**src/rtl/debug_uart_arbiter_if.sv**
```systemverilog
// ----------------------------------------------------------------------------
// debug_uart_arbiter_if
// Groups the signals of the debug UART arbiter, which are all
// single-clock-domain signals:
//   - the CPU write port and the FIFO status outputs,
//   - the trace valid/ready handshake,
//   - the transmitter start/busy handshake,
//   - the activity and last-source status outputs.
// Modports:
//   master : environment side. Drives CPU writes, trace bytes and the
//            transmitter busy input.
//   slave  : arbiter side. Drives the status outputs, trc_ready and the
//            transmit request.
// Parameter:
//   LEVEL_W : width of cpu_fifo_level.
// ----------------------------------------------------------------------------
interface debug_uart_arbiter_if #(
    parameter int LEVEL_W = 3
);
    // CPU byte port and FIFO status
    logic               cpu_wr_en;
    logic [7:0]         cpu_wr_data;
    logic               cpu_fifo_full;
    logic [LEVEL_W-1:0] cpu_fifo_level;
    logic               cpu_ovf;
    logic               cpu_ovf_clr;

    // Trace source handshake
    logic               trc_valid;
    logic [7:0]         trc_data;
    logic               trc_ready;

    // Transmitter handshake
    logic               uart_tx_en;
    logic [7:0]         uart_tx_data;
    logic               uart_tx_busy;

    // Status
    logic               tx_active;
    logic               last_src;

    modport master (
        output cpu_wr_en, cpu_wr_data, cpu_ovf_clr,
        output trc_valid, trc_data,
        output uart_tx_busy,
        input  cpu_fifo_full, cpu_fifo_level, cpu_ovf,
        input  trc_ready,
        input  uart_tx_en, uart_tx_data,
        input  tx_active, last_src
    );

    modport slave (
        input  cpu_wr_en, cpu_wr_data, cpu_ovf_clr,
        input  trc_valid, trc_data,
        input  uart_tx_busy,
        output cpu_fifo_full, cpu_fifo_level, cpu_ovf,
        output trc_ready,
        output uart_tx_en, uart_tx_data,
        output tx_active, last_src
    );
endinterface

```
**src/rtl/debug_uart_arbiter.sv**
```systemverilog
// ----------------------------------------------------------------------------
// debug_uart_arbiter
// Shares the single debug UART transmitter between two byte sources:
//   - CPU writes, which are buffered in a small FIFO,
//   - a hardware trace source that uses a valid/ready handshake.
// A round-robin arbiter picks one byte while the block is IDLE. The block
// then issues one start pulse for that byte and follows the transmitter's
// busy handshake until the transfer ends. Only then does it arbitrate again.
// Ports:
//   clk : clock, single domain.
//   rst : synchronous reset, active-high.
//   bus : debug_uart_arbiter_if.slave. Carries the CPU FIFO port, the trace
//         handshake, the transmitter handshake and the status outputs.
// Parameters:
//   FIFO_DEPTH : CPU FIFO depth. Must be a power of two, at least 2.
//   LEVEL_W    : width of cpu_fifo_level. Equals log2(FIFO_DEPTH)+1.
//   BUSY_WAIT  : number of cycles to wait for busy to rise before the start
//                is treated as lost.
// ----------------------------------------------------------------------------
module debug_uart_arbiter #(
    parameter int FIFO_DEPTH = 4,
    parameter int LEVEL_W    = 3,
    parameter int BUSY_WAIT  = 3
) (
    input  logic                 clk,
    input  logic                 rst,
    debug_uart_arbiter_if.slave  bus
);
    localparam int PTR_W = $clog2(FIFO_DEPTH);
    localparam int CNT_W = $clog2(BUSY_WAIT + 1);
    localparam logic [LEVEL_W-1:0] DEPTH_L   = LEVEL_W'(FIFO_DEPTH);
    localparam logic [CNT_W-1:0]   WAIT_LAST = CNT_W'(BUSY_WAIT - 1);

    typedef enum logic [1:0] {
        IDLE      = 2'd0,
        START     = 2'd1,
        WAIT_BUSY = 2'd2,
        WAIT_DONE = 2'd3
    } state_t;

    state_t             r_state;
    state_t             w_state_next;

    logic [7:0]         r_mem [FIFO_DEPTH];
    logic [PTR_W-1:0]   r_wr_ptr;
    logic [PTR_W-1:0]   r_rd_ptr;
    logic [LEVEL_W-1:0] r_level;
    logic               r_ovf;
    logic               r_last_src;
    logic [7:0]         r_tx_data;
    logic [CNT_W-1:0]   r_wait_cnt;

    logic               w_push;
    logic               w_drop;
    logic               w_cpu_req;
    logic               w_trc_req;
    logic               w_grant_cpu;
    logic               w_grant_trc;
    logic               w_cnt_clr;
    logic               w_cnt_inc;

    // Push acceptance uses the registered level only. This means a push at
    // full is dropped even when a pop happens in the same cycle.
    assign w_push    = bus.cpu_wr_en && (r_level != DEPTH_L);
    assign w_drop    = bus.cpu_wr_en && (r_level == DEPTH_L);
    assign w_cpu_req = (r_level != '0);
    assign w_trc_req = bus.trc_valid;

    // Next-state logic and arbitration
    always_comb begin
        w_state_next = r_state;
        w_grant_cpu  = 1'b0;
        w_grant_trc  = 1'b0;
        w_cnt_clr    = 1'b0;
        w_cnt_inc    = 1'b0;
        unique case (r_state)
            IDLE: begin
                // When both sources request, the one that did not win last
                // time is granted. If only one requests, it is granted.
                if (w_cpu_req && (!w_trc_req || r_last_src)) begin
                    w_grant_cpu = 1'b1;
                end else if (w_trc_req) begin
                    w_grant_trc = 1'b1;
                end
                if (w_grant_cpu || w_grant_trc) begin
                    w_state_next = START;
                end
            end
            START: begin
                w_cnt_clr    = 1'b1;
                w_state_next = WAIT_BUSY;
            end
            WAIT_BUSY: begin
                if (bus.uart_tx_busy) begin
                    w_state_next = WAIT_DONE;
                end else if (r_wait_cnt == WAIT_LAST) begin
                    // The start was lost. The byte is abandoned and is
                    // not queued again.
                    w_state_next = IDLE;
                end else begin
                    w_cnt_inc = 1'b1;
                end
            end
            WAIT_DONE: begin
                if (!bus.uart_tx_busy) begin
                    w_state_next = IDLE;
                end
            end
            default: w_state_next = IDLE;
        endcase
    end

    // FIFO storage has no reset, so it can map onto RAM. The head byte is
    // read into the registered transmit data when the CPU is granted.
    always_ff @(posedge clk) begin
        if (w_push) begin
            r_mem[r_wr_ptr] <= bus.cpu_wr_data;
        end
    end

    always_ff @(posedge clk) begin
        if (rst) begin
            r_state    <= IDLE;
            r_wr_ptr   <= '0;
            r_rd_ptr   <= '0;
            r_level    <= '0;
            r_ovf      <= 1'b0;
            r_last_src <= 1'b1;
            r_tx_data  <= 8'h00;
            r_wait_cnt <= '0;
        end else begin
            r_state <= w_state_next;

            // Pointers wrap naturally because the depth is a power of two.
            if (w_push) begin
                r_wr_ptr <= r_wr_ptr + 1'b1;
            end
            if (w_grant_cpu) begin
                r_rd_ptr <= r_rd_ptr + 1'b1;
            end
            if (w_push && !w_grant_cpu) begin
                r_level <= r_level + 1'b1;
            end else if (!w_push && w_grant_cpu) begin
                r_level <= r_level - 1'b1;
            end

            // A set in the same cycle as a clear wins over the clear.
            if (w_drop) begin
                r_ovf <= 1'b1;
            end else if (bus.cpu_ovf_clr) begin
                r_ovf <= 1'b0;
            end

            if (w_grant_cpu) begin
                r_tx_data  <= r_mem[r_rd_ptr];
                r_last_src <= 1'b0;
            end else if (w_grant_trc) begin
                r_tx_data  <= bus.trc_data;
                r_last_src <= 1'b1;
            end

            if (w_cnt_clr) begin
                r_wait_cnt <= '0;
            end else if (w_cnt_inc) begin
                r_wait_cnt <= r_wait_cnt + 1'b1;
            end
        end
    end

    assign bus.cpu_fifo_full  = (r_level == DEPTH_L);
    assign bus.cpu_fifo_level = r_level;
    assign bus.cpu_ovf        = r_ovf;
    assign bus.trc_ready      = w_grant_trc;
    assign bus.uart_tx_en     = (r_state == START);
    assign bus.uart_tx_data   = r_tx_data;
    assign bus.tx_active      = (r_level != '0) || (r_state != IDLE);
    assign bus.last_src       = r_last_src;
endmodule

```
**src/flat_wrapper.sv**
```systemverilog
// flat-port wrapper written by rule: the top's interface ports become plain ports
module debug_uart_arbiter_flat 
#(
    parameter int FIFO_DEPTH = 4,
    parameter int LEVEL_W    = 3,
    parameter int BUSY_WAIT  = 3
)
  (clk, rst, bus_cpu_wr_en, bus_cpu_wr_data, bus_cpu_ovf_clr, bus_trc_valid, bus_trc_data, bus_uart_tx_busy, bus_cpu_fifo_full, bus_cpu_fifo_level, bus_cpu_ovf, bus_trc_ready, bus_uart_tx_en, bus_uart_tx_data, bus_tx_active, bus_last_src);
  debug_uart_arbiter_if #(.LEVEL_W(LEVEL_W)) bus_i ();
  input  logic clk;
  input  logic rst;
  input wire logic [$bits(bus_i.cpu_wr_en)-1:0] bus_cpu_wr_en;
  input wire logic [$bits(bus_i.cpu_wr_data)-1:0] bus_cpu_wr_data;
  input wire logic [$bits(bus_i.cpu_ovf_clr)-1:0] bus_cpu_ovf_clr;
  input wire logic [$bits(bus_i.trc_valid)-1:0] bus_trc_valid;
  input wire logic [$bits(bus_i.trc_data)-1:0] bus_trc_data;
  input wire logic [$bits(bus_i.uart_tx_busy)-1:0] bus_uart_tx_busy;
  output wire logic [$bits(bus_i.cpu_fifo_full)-1:0] bus_cpu_fifo_full;
  output wire logic [$bits(bus_i.cpu_fifo_level)-1:0] bus_cpu_fifo_level;
  output wire logic [$bits(bus_i.cpu_ovf)-1:0] bus_cpu_ovf;
  output wire logic [$bits(bus_i.trc_ready)-1:0] bus_trc_ready;
  output wire logic [$bits(bus_i.uart_tx_en)-1:0] bus_uart_tx_en;
  output wire logic [$bits(bus_i.uart_tx_data)-1:0] bus_uart_tx_data;
  output wire logic [$bits(bus_i.tx_active)-1:0] bus_tx_active;
  output wire logic [$bits(bus_i.last_src)-1:0] bus_last_src;
  assign bus_i.cpu_wr_en = bus_cpu_wr_en;
  assign bus_i.cpu_wr_data = bus_cpu_wr_data;
  assign bus_i.cpu_ovf_clr = bus_cpu_ovf_clr;
  assign bus_i.trc_valid = bus_trc_valid;
  assign bus_i.trc_data = bus_trc_data;
  assign bus_i.uart_tx_busy = bus_uart_tx_busy;
  assign bus_cpu_fifo_full = bus_i.cpu_fifo_full;
  assign bus_cpu_fifo_level = bus_i.cpu_fifo_level;
  assign bus_cpu_ovf = bus_i.cpu_ovf;
  assign bus_trc_ready = bus_i.trc_ready;
  assign bus_uart_tx_en = bus_i.uart_tx_en;
  assign bus_uart_tx_data = bus_i.uart_tx_data;
  assign bus_tx_active = bus_i.tx_active;
  assign bus_last_src = bus_i.last_src;
  debug_uart_arbiter #(.FIFO_DEPTH(FIFO_DEPTH), .LEVEL_W(LEVEL_W), .BUSY_WAIT(BUSY_WAIT)) u_core (.clk(clk), .rst(rst), .bus(bus_i));
endmodule
```
**config.mk**
```make
export PLATFORM = sky130hd
export DESIGN_NAME = debug_uart_arbiter_flat
export DESIGN_NICKNAME = d
export VERILOG_FILES = /design/src/rtl/debug_uart_arbiter_if.sv /design/src/rtl/debug_uart_arbiter.sv /design/src/flat_wrapper.sv
export SDC_FILE = /design/constraint.sdc
export NUM_CORES = 1
export LEC_CHECK = 0
export ABC_AREA = 1
export BUFFER_PORTS_ARGS = -buffer_cell sky130_fd_sc_hd__buf_2
export CAP_MARGIN = 25
export CORE_ASPECT_RATIO = 0.7
export CORE_MARGIN = 4
export CORE_UTILIZATION = 45
export CTS_CLUSTER_SIZE = 28
export DETAILED_ROUTE_END_ITERATION = 8
export GPL_TIMING_DRIVEN = 0
export PLACE_DENSITY = 0.67
export SKIP_LAST_GASP = 1
export SLEW_MARGIN = 20
export SYNTH_ARGS = -nofsm -noshare
export SYNTH_HDL_FRONTEND = slang
export SYNTH_SLANG_ARGS = --single-unit
```
**constraint.sdc**
```tcl
create_clock -name clk -period 3.3 [get_ports clk]
set_input_delay 0.165 -clock clk [delete_from_list [all_inputs] [get_ports clk]]
set_output_delay 0.165 -clock clk [all_outputs]
set_load 0.02 [all_outputs]
```
-- Yosys cells after proc, flatten, opt, wreduce, memory -nomap -nowiden
Memory sizes are Yosys's and may differ from the RTL's. A register that Yosys moved wholly into a read port is not among the register bits.
Cells that the tools add are included.
- register bits after elaboration: 21
- memory bits (writable): 32
- input port bits: 22
- output and inout bits: 17
- memories: 1
- add/subtract/negate cells: 5
- equal/unequal tests: 9
- multiplexer cells: 28
- reductions and logical operators: 19
- memories (name ; words ; width ; rd ports ; clocked after Yosys merged registers in ; wr ports ; line ; RTL):
    u_core.r_mem ; 4 ; 8 ; 1 ; 1 ; 1 ; debug_uart_arbiter.sv:44 ; logic [7:0] r_mem [FIFO_DEPTH];
- operator list (cell ; count):
    2-to-1 mux 1 bit ; 17
    2-to-1 mux 8 bit ; 2
    2-to-1 mux 2 bit ; 6
    case mux 2 bit (4 select lines) ; 1
    nonzero test 2 bit ; 4
    adder 2 x 1 -> 2 bit, second input constant ; 3
    equality test 2 bit, second input constant ; 3
    2-to-1 mux 3 bit ; 2
    logical AND 1 bit ; 5
    adder 3 x 1 -> 3 bit, second input constant ; 1
    equality test 3 bit, second input constant ; 1
    zero test 1 bit ; 3
    logical OR 1 bit ; 3
    inequality test 3 x 2 -> 1 bit, second input constant ; 1
    inequality test 3 bit, second input constant ; 1
    AND reduction 3 bit ; 1
    nonzero test 3 bit ; 1
    subtractor 3 x 1 -> 3 bit, second input constant ; 1
    equality test 2 x 1 -> 1 bit, second input constant ; 1
    zero test 2 bit ; 1
    inequality test 2 x 1 -> 1 bit, second input constant ; 1
    inequality test 2 bit, second input constant ; 1
    OR reduction 2 bit ; 1

-- Depth between registers and ports, before layout
Gate-level depths: netlist of run 1.
- word-level depth: 9
- gate-level depth with buffers: 12
- gate-level depth less buffers: 12

-- Least setup slack after synthesis of run 1
No wires, ideal clock.
- path kind: register to register
- start: reg u_core.r_level[0] (netlist: u_core.bus.cpu_fifo_level[0])
- end: reg u_core.r_level[1] (netlist: u_core.bus.cpu_fifo_level[1])
- library setup time: 116 ps
- arrival time: 1776 ps
- slack: 1408 ps
- stages on the path, launching flop included: 10
- buffers on the path: 1
- path through: dfxtp_1 nor2_4 nand2_2 nand3_4 buf_6 ha_1 inv_1 fa_1 o21ai_0 nor2_1
- word-level cells in the longest chain between the ends: 8
- ends and longest elaborated chain (what ; line ; RTL):
    start: declaration ; debug_uart_arbiter.sv:47 ; logic [LEVEL_W-1:0] r_level;
    start signal: assignment ; debug_uart_arbiter.sv:142 ; r_level <= r_level + 1'b1;
    start signal: assignment ; debug_uart_arbiter.sv:144 ; r_level <= r_level - 1'b1;
    nonzero test 3 bit ; debug_uart_arbiter.sv:66 ; assign w_cpu_req = (r_level != '0);
    logical AND 1 bit ; debug_uart_arbiter.sv:80 ; if (w_cpu_req && (!w_trc_req || r_last_src)) begin
    2-to-1 mux 1 bit ; debug_uart_arbiter.sv:80 ;
    2-to-1 mux 1 bit (2 in a row) ; debug_uart_arbiter.sv:76 ; unique case (r_state)
    zero test 1 bit ; debug_uart_arbiter.sv:141 ; if (w_push && !w_grant_cpu) begin
    logical AND 1 bit ; debug_uart_arbiter.sv:141 ;
    2-to-1 mux 3 bit / nonzero test 2 bit (equally long branches) ; n/a ;
Parallel ways exist; a longest one is shown, timed or not. The select of a mux whose other input is x is not followed.
A chain may end at the register's enable or synchronous reset.

-- Worst setup path in the final report of run 1
- start: reg u_core.r_level[0] (netlist: u_core.bus.cpu_fifo_level[0])
- end: reg u_core.r_level[2] (netlist: u_core.bus.cpu_fifo_level[2])
- RTL lines (what ; line ; RTL):
    inequality test 3 bit (*) ; debug_uart_arbiter.sv:64 ; assign w_push = bus.cpu_wr_en && (r_level != DEPTH_L);
    logical AND 1 bit (*) ; debug_uart_arbiter.sv:64 ;
    via u_core.w_push ; debug_uart_arbiter.sv:53 ; logic w_push;
    zero test 1 bit ; debug_uart_arbiter.sv:143 ; end else if (!w_push && w_grant_cpu) begin
    logical AND 1 bit ; debug_uart_arbiter.sv:143 ;
    nonzero test 2 bit (no line) ; n/a ;
Mark *: on every way through the listed nets, which the timed path passes. The rest lies on a longest branch. The select of a mux whose other input is x is not followed.

==> results of run 1 <==
[cells in the final DEF (no fill, tap or decap), types with 2 or more instances in the layout]
cell type / count
nand2_1: 94
inv_1: 69
buf_2: 41
edfxtp_1: 32
nor2_1: 25
dfxtp_1: 23
nand3_1: 18
a21oi_1: 11
nand3b_1: 8
o21ai_0: 8
ha_1: 6
clkbuf_8: 5
buf_6: 3
inv_2: 3
nor2_4: 2
clkinv_4: 2
[cells by family (layout without fill, tap and decap cells)]
logic type      Yosys count  after routing  synth area share
simple gates            151            151             0.251
xor+xnor                  2              2           0.00951
compound gates           20             20            0.0390
buf+inv                  79            125             0.124
flops                    55             55             0.540
fa+ha+maj                 7              7            0.0361
[area by class of cell]
class,instances,area share
Clock inverter,3,0.00833
Inverter,72,0.0899
Tap cell,72,0.0300
Sequential cell,55,0.473
Timing Repair Buffer,38,0.0633
Clock buffer,5,0.0229
Multi-Input combinational cell,180,0.294
Buffer,7,0.0187
[worst paths after layout]
path / cells after the start / end / start / slack, ns
hold / removal: 1 / u_core.r_mem[3][4] / bus_cpu_wr_data[4] / 0.07
setup reg to reg: 12 / u_core.bus.cpu_fifo_level[2] / u_core.bus.cpu_fifo_level[0] / 1.28
setup / recovery: 12 / u_core.bus.cpu_fifo_level[2] / u_core.bus.cpu_fifo_level[0] / 1.28
hold reg to reg: 2 / u_core.bus.cpu_ovf / u_core.bus.cpu_ovf / 0.47
[sequential cells by signal (all words and copies together) (netlist names), named ones only]
name,cells
u_core.bus.cpu_fifo_level,3
u_core.bus.cpu_ovf,1
u_core.bus.last_src,1
u_core.bus.uart_tx_data,8
u_core.r_mem,32
u_core.r_rd_ptr,2
u_core.r_state,2
u_core.r_wait_cnt,2
u_core.r_wr_ptr,2
[report_power, final]
group          total, mW  internal [mW]  leakage, nW  switching, mW
Combinational       1.06          0.386         1.01          0.675
Sequential         0.937          0.859        0.483         0.0776
Clock              0.368          0.152       0.0443          0.216
Total               2.37           1.40         1.53          0.968
[layer usage]
metal / up-vias / wire length [um] / GRT usage
met4: 0 / 22 / 0.0394
met3: 2 / 267 / 0.0413
met5: - / 0 / 0
met2: 35 / 2190 / 0.234
li1: 1044 / - / -
met1: 872 / 2480 / 0.197
==> impl_metrics.yaml, run 1 <==
cells_and_area:
  finalNonFillerCells: 432
  multi_input_area_um2: 883
  areaGrowthSynthToFinish_pct: 14.2
  diodes: 0
  drive_gt1_frac: 0.172
  fill_cells: 520
  finalInstanceArea_um2: 3010
  finish.net_count: 388
  fin_util: 0.551
  final-seq-area_um2: 1420
yosys:
  synth_common_cells: "94 x nand2_1, 69 x inv_1, 32 x edfxtp_1"
  yosysSeqAreaShare: 0.540
  yosysTopAreaCellShare: 0.365
  synthArstFlopShare: 0
  syn_inst: 314
  synth-seq-cells: 55
  avgSynthCellArea_um2: 8.38
  synth_edf_count: 32
  netlist_area_um2: 2630
  ys_top_cells_by_area: "edfxtp_1 37%, dfxtp_1 17%, nand2_1 13%"
  synth_largest_area_cell: "edfxtp_1"
  synth_flop_cell: "edfxtp_1"
  ys_warn_count: 0
  synth.most_common_cell: "nand2_1"
  synth_cell_types: 23
  syn-num-nets: 343
route:
  viasPerCell: 4.52
  dr.pass1.iters: 4
  routed_wl_um: 4960
  drt_iter0_markers: 98
  wl_per_cell_um: 11.5
  num_vias: 1953
  final_antenna_net_count: 0
  drc: 0
timing:
  tns_ns: 0
  finalHoldViolCount: 0
  max_slew_margin: 0.488
  tightest_slew_ns: 0.765
  min_period_over_period: 0.613
  setup_viol: 0
  rsz0062_at_grt: "no"
  fin_skew_ns: 0.0108
  min_period_ns: 2.02
  drv_slew: 0
  whs_ns: 0.0707
  fmax_mhz: 495
  worst_slack_ns: 1.28
clock_tree:
  cts_buffer_depth: 2
  clock_latency_ns: 0.30
  path_clk_slew_ns: 0.10
  root_buffer: "clkbuf_8"
  post_cts_buffers: 0
  h-tree-depth: 2
  cts-resized-gates: 0
  cts_buffers: 5
  clock_sinks: 55
  hold_buffers: 0
  cts_tree: "done"
placement:
  postPlaceCellArea_um2: 2910
  post-dp-hpwl_um: 3670
  dp_slack_ns: 1.29
  placedCellCount: 424
  gp_congestion: 0.802
  io_buffers: 38
critical_path:
  endpoint_kind: "register"
  worstSetupPathType: "reg2reg"
  crit_slowest_cell: "dfxtp_1"
  crit_path_cell_trace: "nor2_4 -> nand2_1 -> nand2_1 -> inv_1 -> ha_1 -> inv_1 -> fa_1 -> nor2_1 -> nor2_1 -> nand2_1 -> o21ai_0 -> a21oi_1"
  max_stage_delay_ns: 0.47
  crit_required_ns: 3.54
  crit_arrival_ns: 2.26
  cpMostUsedCell: "nand2_1"
  crit_buf_inv: 2
  crit_fanout: 9
  cp-start-kind: "register"
  crit_family: "simple AND/OR/NAND/NOR gates"
pwr:
  power_leakage_nw: 1.53
  power.total_mw: 2.37
  power_density_nw_per_um2: 787
  vdd_drop_max_mv: 0.355
flow_run:
  maxCapViolations: 0
outcome:
  outcome: "finished clean"
global_route:
  antenna_found_initial: 0
  grt_first_pass_wirelength_um: 8200
  grt_max_degree: 19
  grt_usage: 0.146
  grt_pass1_vias: 1841
  grt-ovfl-total: 0
floorplan:
  start_util: 0.483
  io_pins: 39
  fp.dieArea_um2: 7150
  design.core.area_um2: 5450
  die_w_um: 99.4
  die_h_um: 72.0
  rows: 22
worst_hold_path:
  min_path_type: "in2reg"
No activity file was read; power rests on OpenSTA's default activity.
==> run 2, diff against run 1 <==
clock period = 1.9 ns   (was 3.3 ns; I/O delays follow)
==> run 2 against run 1 <==
First-iteration DRC count stayed put. Maximum frequency is 14% higher. Core utilization grew 0.80 points. Global-route usage is essentially flat. Total power increased by 75%. Register-to-register slack worse by 1.2 ns. Via count is 1.4% higher. Non-clock buffer count up 3. Sequential share of layout area fell by 0.43 points. Final cell count rose by 0.69%. Clock skew shrank 0.0021 ns. Wire length up 1.4%. Critical path type unchanged. Highest routed layer unchanged.
==> impl_metrics.yaml, run 2 (synthesis results as in run 1) <==
outcome:
  outcome: "finished clean"
placement:
  gp_congestion: 0.802
  post-dp-hpwl_um: 3670
  postPlaceCellArea_um2: 2910
  io_buffers: 38
floorplan:
  io_pins: 39
  die_w_um: 99.4
  rows: 22
  fp.dieArea_um2: 7150
  design.core.area_um2: 5450
  die_h_um: 72.0
  start_util: 0.483
timing:
  finalHoldViolCount: 0
  drv_slew: 0
  min_period_over_period: 0.935
  fmax_mhz: 563
  max_slew_margin: 0.488
  min_period_ns: 1.78
  setup_viol: 0
  rsz0062_at_grt: "yes"
  tightest_slew_ns: 0.765
  fin_skew_ns: 0.00866
clock_tree:
  cts_buffers: 5
  h-tree-depth: 2
  cts_tree: "done"
  path_clk_slew_ns: 0.10
  root_buffer: "clkbuf_8"
  clock_sinks: 55
  clock_latency_ns: 0.30
  cts_buffer_depth: 2
critical_path:
  crit_required_ns: 2.11
  endpoint_kind: "register"
  crit_path_start: "u_core.bus.cpu_fifo_level[0]"
  crit_slowest_cell: "fa_1"
  r2r-start: "u_core.bus.cpu_fifo_level[0]"
  reg2reg_slack_ns: 0.12
  crit_arrival_ns: 1.98
  worstSetupPathType: "reg2reg"
  crit_fanout: 9
  cpMostUsedCell: "inv_1"
  crit_path_cell_trace: "nor2_4 -> nand2_2 -> nand2_4 -> inv_1 -> ha_1 -> inv_1 -> fa_1 -> o21ai_1 -> nor2_1"
  crit_buf_inv: 2
  max_stage_delay_ns: 0.41
  crit_family: "adder cells"
  cp-start-kind: "register"
route:
  wl_per_cell_um: 11.6
  dr.pass1.iters: 4
  routed_wl_um: 5030
  drc: 0
  viasPerCell: 4.55
  num_vias: 1981
  final_antenna_net_count: 0
  drt_iter0_markers: 98
cells_and_area:
  largest_reg_flops: 32
  fin_util: 0.559
  diodes: 0
  layout_commonest_cell: "nand2_1"
  mostFrequentLayoutCells: "92 x nand2_1, 69 x inv_1, 41 x buf_2, 32 x edfxtp_1, 25 x nor2_1"
  finalInstanceArea_um2: 3050
  finish.net_count: 391
  areaGrowthSynthToFinish_pct: 15.9
  drive_gt1_frac: 0.182
  largest-register: "u_core.r_mem"
pwr:
  comb_power_share: 0.448
  switching_share: 0.411
  p_seq_frac: 0.396
  internal_power_mw: 2.44
  power_leakage_nw: 1.55
  clkPwrFrac: 0.156
  switchingPower_mw: 1.70
  power_density_nw_per_um2: 1360
  vdd_drop_max_mv: 0.628
flow_run:
  maxCapViolations: 0
worst_hold_path:
  min_path_type: "in2reg"
  hold_start: "bus_cpu_wr_data[6]"
global_route:
  grt_usage: 0.147
  grt_pass1_vias: 1861
  antenna_found_initial: 0
  grt-ovfl-total: 0
  grt_first_pass_wirelength_um: 8250
  grt_max_degree: 19
[run 2: layer usage]
layer | routed length (um) | vias to the layer above | share of wire | GRT usage
met4 | 22 | 0 | 0.0044 | 0.0394
met5 | 0 | - | 0 | 0
met3 | 290 | 2 | 0.058 | 0.0413
met2 | 2210 | 40 | 0.44 | 0.237
met1 | 2510 | 889 | 0.50 | 0.196
li1 | - | 1050 | - | -
[run 2: path summary, 6_finish.rpt]
kind                                       end  cells past startpoint
hold / removal              u_core.r_mem[3][6]                      1
hold reg to reg             u_core.bus.cpu_ovf                      2
setup reg to reg  u_core.bus.cpu_fifo_level[1]                      9
setup / recovery  u_core.bus.cpu_fifo_level[1]                      9
[run 2: power by group through the flow]
stage	logic, mW	clock network [mW]	registers [mW]
floorplan	1.29	0	1.76
global placement	1.83	0	1.65
detailed placement	1.86	0	1.66
CTS	1.83	0.668	1.64
global route	2.13	0.727	1.67
finish	1.86	0.646	1.64
[run 2: layout make-up]
class	instances	area, um2
sequential	55	1430
tap	72	90.1
multi-input combinational	180	893
fill	518	2400
clock buffer	5	68.8
buffer	6	45.0
inverter	72	270
clock inverter	3	25.0
timing repair buffer	42	228
[run 2: metrics by stage]
step / hold WS (ns) / cells / TNS [ns] / total power, mW / setup slack [ns]
floorplan: 0.164 / 314 / 0 / 3.05 / 0.00812
global placement: 0.313 / 424 / -0.123 / 3.48 / -0.0686
detailed placement: 0.315 / 424 / -0.202 / 3.51 / -0.110
CTS: 0.00413 / 432 / 0 / 4.14 / 0.00281
global route: 0.000345 / 435 / -0.0122 / 4.52 / -0.0122
finish: 0.0109 / 435 / 0 / 4.14 / 0.123
[run 2: what timing repair did]
action                                  4_1_cts  5_1_grt
buffers inserted                              0        1
hold buffers                                  1        2
gates resized for setup                       4        5
endpoints found under the setup margin        2        2
endpoints found under the hold margin         4        6
